==> src/rtl/lms_coef_fir.sv <==
// lms_coef_fir: time-multiplexed Q1.7 FIR applying a latched snapshot of LMS weight vectors.
// Weights arriving while a sample is in flight are shadowed and committed on the OUT->IDLE edge.
module lms_coef_fir #(
    parameter int N = 4,
    parameter int WIDTH = 8
) (
    input  logic                    clk,
    input  logic                    rst,
    input  logic signed [WIDTH-1:0] w_in [N-1:0],
    input  logic                    w_load,
    output logic                    coef_updated,
    input  logic signed [WIDTH-1:0] x_in,
    input  logic                    x_valid,
    output logic                    x_ready,
    output logic signed [WIDTH-1:0] y_out,
    output logic                    y_valid,
    input  logic                    y_ready,
    output logic                    ovf
);
    localparam int KW = $clog2(N);
    localparam int AW = 2 * WIDTH + KW;

    typedef enum logic [1:0] {IDLE, MAC, OUT} state_t;

    state_t                  state, state_nx;
    logic signed [WIDTH-1:0] x_reg [N-1:0];
    logic signed [WIDTH-1:0] coef [N-1:0];
    logic signed [WIDTH-1:0] sh [N-1:0];
    logic                    pending;
    logic [KW-1:0]           k;
    logic signed [AW-1:0]    acc, acc_nx, scaled;
    logic signed [2*WIDTH-1:0] prod;
    logic                    accept, last, done, ovf_nx;

    always_comb begin
        x_ready  = state == IDLE;
        accept   = x_ready && x_valid;
        last     = state == MAC && k == KW'(N - 1);
        done     = state == OUT && y_ready;
        prod     = x_reg[k] * coef[k];
        acc_nx   = acc + AW'(prod);
        scaled   = acc_nx >>> 7;
        ovf_nx   = scaled != {{(AW-WIDTH){scaled[WIDTH-1]}}, scaled[WIDTH-1:0]};
        state_nx = accept ? MAC : last ? OUT : done ? IDLE : state;
    end

    always_ff @(posedge clk) begin
        if (rst) begin
            state        <= IDLE;
            x_reg        <= '{default: '0};
            coef         <= '{default: '0};
            sh           <= '{default: '0};
            pending      <= 1'b0;
            k            <= '0;
            acc          <= '0;
            y_out        <= '0;
            y_valid      <= 1'b0;
            ovf          <= 1'b0;
            coef_updated <= 1'b0;
        end else begin
            state        <= state_nx;
            coef_updated <= 1'b0;
            if (accept) begin
                x_reg[0] <= x_in;
                for (int i = 1; i < N; i++) x_reg[i] <= x_reg[i-1];
                acc <= '0;
                k   <= '0;
            end
            if (state == MAC) begin
                acc <= acc_nx;
                k   <= k + KW'(1);
            end
            if (last) begin
                y_out   <= scaled[WIDTH-1:0];
                ovf     <= ovf_nx;
                y_valid <= 1'b1;
            end
            if (done) y_valid <= 1'b0;
            // a fresh load on the commit edge supersedes the shadow copy
            if (w_load && (state == IDLE || done)) begin
                coef         <= w_in;
                pending      <= 1'b0;
                coef_updated <= 1'b1;
            end else if (done && pending) begin
                coef         <= sh;
                pending      <= 1'b0;
                coef_updated <= 1'b1;
            end else if (w_load) begin
                sh      <= w_in;
                pending <= 1'b1;
            end
        end
    end
endmodule

==> config.mk <==
export PLATFORM = sky130hd
export DESIGN_NAME = lms_coef_fir
export DESIGN_NICKNAME = d
export VERILOG_FILES = /design/src/rtl/lms_coef_fir.sv
export SDC_FILE = /design/constraint.sdc
export NUM_CORES = 1
export LEC_CHECK = 0
export CAP_MARGIN = 20
export CORE_MARGIN = 5
export CORE_UTILIZATION = 60
export CTS_CLUSTER_SIZE = 12
export DETAILED_ROUTE_END_ITERATION = 10
export PLACE_DENSITY = 0.86
export SLEW_MARGIN = 5
export SYNTH_ARGS = -nofsm -noshare
export SYNTH_HDL_FRONTEND = slang
export SYNTH_SLANG_ARGS = --single-unit
export TNS_END_PERCENT = 1
==> constraint.sdc <==
create_clock -name clk -period 7.7 [get_ports clk]
set_clock_uncertainty 0.05 [all_clocks]
set_input_delay 1.925 -clock clk [delete_from_list [all_inputs] [get_ports clk]]
set_output_delay 1.925 -clock clk [all_outputs]
set_load 0.05 [all_outputs]
Yosys cells after proc, flatten, opt, wreduce, memory -nomap -nowiden
Index checks and enable logic that the tools add are counted.

storage, ports and cells
  bits of input ports = 45
  word-level logic and storage cells = 61
  register bits = 130

cells by class
  multipliers = 1
  mux-type cells = 15
  magnitude comparators = 1
  eq/ne operators = 4
  add/sub/neg operators = 2
  reductions and logical operators = 15
  bitwise logic cells = 2

operator list
  cell                 count
  $mux 32              2
  $mux 18              2
  $bmux 8 s2           2
  $add 18x16->18       1
  $mul 8x8->16         1
  $mux 8               2
  $ne 10x10->1         1
  $mux 2               4
  $reduce_bool 2->1    3
  $logic_and 1x1->1    5
  $eq 2x2->1 const B   2
  $reduce_or 2->1      2
  $lt 2x3->1 const B   1
  $mux 1               3
  $reduce_and 3->1     1
  $reduce_bool 3->1    1
  $reduce_or 3->1      1
  $add 2x1->2 const B  1
  $eq 2x1->1 const B   1
  $logic_not 2->1      1
  $not 1->1            2
  $logic_or 1x1->1     1

Depth between registers and ports, before layout
  depth after elaboration = 6
  depth in mapped cells = 24
  depth with buffers taken out = 21

Least setup slack after synthesis
OpenSTA, ideal clock, no wires.

  kind = register -> register
  start = register k[0]
  end = register ovf
  data required time = 7.526 ns
  setup slack = 1.940 ns
  data arrival time = 5.586 ns
  cell stages (with the launch flop) = 20
  setup time = 0.124 ns
  period minus slack after synthesis = 5.760 ns
  cells stage by stage = dfxtp_1 -> buf_2 -> buf_4 -> mux4_2 -> and2_1 -> inv_1 -> fa_1 -> inv_1 -> fa_1 -> fa_1 -> fa_1 -> fa_1 -> ha_1 -> o211ai_1 -> a21oi_1 -> o211ai_1 -> and4b_1 -> nor3_2 -> nor4_1 -> nor3_1

on the way
  word-level cells in the longest chain between the ends = 5
  elaborated cells on any way between the ends = 9

ends and longest elaborated chain
  item                          line  text
  from (decl)                   30    logic [KW-1:0] k;
  from (signal assigned)        71    k <= k + KW'(1);
  $bmux 8 s2                    40    prod = x_reg[k] * coef[k];
  $mux 8 (not written as such)  40
  $mul 8x8->16                  40
  $add 18x16->18                41    acc_nx = acc + AW'(prod);
  $ne 10x10->1                  43    ovf_nx = scaled != {{(AW-WIDTH){scaled[WIDTH-1]}}, scaled[WIDTH-1:0]};
  to (signal assigned)          75    ovf <= ovf_nx;
  to (decl)                     18    output logic ovf

Parallel ways exist; a longest one is shown, timed or not. The select of a mux whose other input is x is not followed.
A chain may end at the register's enable or synchronous reset.

Worst setup path after layout
Ends and elaborated chain as after synthesis.

==> metrics.md <==
| Metric | Value |
|---|---|
| Worst-Margin Slew | 0.741 ns |
| Clock Root Buffer | clkbuf_16 |
| Slew Viols, Final | 0 |
| Initial antenna violation count | 0 |
| Reg2reg end | ovf$_SDFFE_PP0P_ |
| Area Growth Syn to Fin | 14.9% |
| Initial Util | 0.617 |
| GRT Overall Usage | 0.256 |
| Post-synth ARST share | 0 |
| # clock sinks | 130 |
| Row Count | 43 |
| Syn nets | 1142 |
| ANT nets after route | 0 |
| Post-synthesis xor/xnor area fraction | 0.0162 |
| Setup crit end | ovf$_SDFFE_PP0P_ |
| DP Worst Slack | 1.38 ns |
| Peak supply drop | 0.000157 V |
| Pwr/cell area | 220 nW/um2 |
| Avg Inst Size Synth | 8.86 um2 |
| Die Y | 130 um |
| Area of the mapped netlist | 8630 um2 |
| Seq/Total Area, Yosys | 0.302 |
| Die area | 16900 um2 |
| Hold Buf Count CTS | 0 |
| Reg clk slew, reported paths | 0.06 ns |
| Vias per cell | 5.80 |
| Port Buf Inserts | 56 |
| Reg2reg start | k[0]$_SDFFE_PP0P_ |
| Antenna diodes | 0 |
| Htree depth | 4 |
| Final setup violation count | 0 |
| Yosys Warn Count | 0 |
| Fillers | 998 |
| CTS Buf Count | 17 |
| Cell count of the worst reg-to-reg path | 18 |
| Final period util | 0.822 |
| CP Capture Type | flip-flop |
| Total of max-cap violations | 0 |
| Top_reg_cell synth | dfxtp_1 |
| Die X | 130 um |
| First-pass GRT wire length | 33800 um |
| Final hold violations | 0 |
| Post-route setup TNS | 0 ns |
| CP startpoint kind | flip-flop |
| Clk buf depth | 2 |
| Final worst slack | 1.37 ns |
| Synth Register Bits | 130 |
| Post-Synth Simple-Gate Area | 0.164 |
| Fmax | 158 MHz |
| CP startpoint | k[0]$_SDFFE_PP0P_ |
| Routed WL | 20200 um |
| RSZ-0062 raised after global routing | no |
| TritonCTS clock tree | built |
| Synth Area in Compound Gates | 0.117 |
| # DRC | 0 |
| Largest net degree at the start of global routing | 75 |
| Unique masters post-synth | 50 |
| Multiplexer area fraction after synthesis | 0.0810 |
| Clock period minus worst slack | 6.33 ns |
| Post-CTS sizing | 0 |
| Top-level I/O count | 57 |
| Final Core Density | 0.709 |
| Required time of the critical path | 7.96 ns |
| DR vias | 6962 |
| Post-CTS Setup Bufs | 0 |
| Layout cell share with drive strength beyond 1 | 0.0686 |
| Worst skew pair latency | 0.42 ns |
| Post-Synth Adder-Cell Area | 0.248 |
| GR Overflow Total | 0 |
| Main combinational cell family by area after synthesis | adder cells |
| Kind of critical path | reg -> reg |
| Core area | 14000 um2 |
| Leakage | 4.44 nW |
| HPWL after detailed placement | 14400 um |
| Type of the worst min-delay path | reg -> reg |
| Most frequent cells in the layout | 188 x nand2_1, 130 x dfxtp_1, 106 x inv_1 |
| Total power draw | 2.18 mW |
| Worst path arrival time | 6.58 ns |
| Vias in the first global route | 6780 |
| DR iter-0 viols | 664 |
| Number of synthesized flops with an enable pin | 0 |
| R2R setup slack | 1.37 ns |
| Worst relative slew slack | 0.506 |
| Drt first pass iters | 5 |
| Synthesized instance count | 974 |
| Area occupied by multi-input gates | 5420 um2 |
| Commonest non-fill, non-tap cell in the layout | nand2_1 |
| Routed WL per cell | 16.9 um |
| Reg area | 2600 um2 |
| Gpl congestion | 0.901 |
| Run status | completed |
| Nets | 1176 |
| Worst-path fanout max | 12 |
worst min-delay path by stage:
stage	from	to	slack, ns	cells after the start
floorplan	x_reg[24]$_SDFFE_PP0P_	x_reg[24]$_SDFFE_PP0P_	0.38	2
global placement	x_reg[24]$_SDFFE_PP0P_	x_reg[24]$_SDFFE_PP0P_	0.39	2
detailed placement	sh[22]$_SDFFE_PP0P_	sh[22]$_SDFFE_PP0P_	0.40	2
CTS	sh[22]$_SDFFE_PP0P_	sh[22]$_SDFFE_PP0P_	0.40	2
global route	y_out[1]$_SDFFE_PP0P_	y_out[1]$_SDFFE_PP0P_	0.42	2
finish	y_out[3]$_SDFFE_PP0P_	y_out[3]$_SDFFE_PP0P_	0.40	2
power breakdown:
part           switching [mW]  internal (mW)  total, mW
logic                   0.334          0.236      0.570
registers              0.0342          0.711      0.745
clock network           0.309          0.560      0.869
worst max-delay path, cell delays in order (launching register included):
cell and delay [ns]:
dfxtp_1 0.74, buf_4 0.31, mux4_2 0.61, and2_1 0.20, fa_1 0.55, inv_1 0.06, fa_1 0.55, inv_1 0.05
fa_1 0.50, fa_1 0.44, fa_1 0.46, ha_1 0.36, o211ai_1 0.11, a21oi_1 0.18, o211ai_1 0.20, and4b_1 0.26
nor3_2 0.30, and4_1 0.24, nor3_1 0.04
routing by layer:
metal	up-vias	share of wire	routed length, um	track usage
met5	-	0	0	0
met3	35	0.087	1750	0.0622
met2	290	0.47	9610	0.409
met1	3382	0.42	8510	0.351
met4	0	0.018	363	0.0697
li1	3255	-	-	-
cells by family (layout without fill, tap and decap cells):
kind of cell               count (synthesis)  count (layout)
AOI/OAI and AO/OA                        168             168
xor gates and xnor gates                  16              16
adders and majority gates                123             123
buffers and inverters                    158             205
DFF                                      130             130
muxes                                     51              51
and+or+nand+nor                          328             328
synthesized netlist by cell type, types with 2 or more instances:
library cell,instances,share of area
xnor2_1,13,0.013
o21ai_0,6,0.0035
a31oi_1,5,0.0036
clkbuf_1,34,0.015
buf_1,3,0.0013
nand2_1,189,0.082
a21o_1,3,0.0026
a211oi_1,34,0.030
and2_1,34,0.025
dfxtp_1,130,0.30
fa_1,80,0.19
or2_2,2,0.0014
xor2_1,3,0.0030
ha_1,43,0.062
mux4_2,15,0.039
nor2_1,58,0.025
or3_1,2,0.0014
nor4_1,2,0.0014
mux2i_1,35,0.041
o21bai_1,3,0.0026
nand2b_1,5,0.0036
inv_1,106,0.046
buf_2,12,0.0070
nand3_1,22,0.013
nor2b_1,6,0.0043
nor3_1,3,0.0017
a21oi_1,101,0.059
o21ai_1,2,0.0012
o211ai_1,2,0.0017
per-stage QoR:
step,cell area [um2],hold slack [ns],instances
final,9920,0.404,1201
after global placement,9280,0.391,1169
after CTS,9920,0.404,1201
after global routing,9920,0.420,1201
after floorplan,8630,0.383,974
after detailed placement,9280,0.396,1169
cell type report:
class	instances	area share
Inverter	106	0.0401
Multi-Input combinational cell	686	0.546
Tap cell	180	0.0227
Sequential cell	130	0.262
Clock inverter	12	0.0180
Clock buffer	20	0.0460
Timing Repair Buffer	67	0.0646
Power figures use the tool's default switching activity.
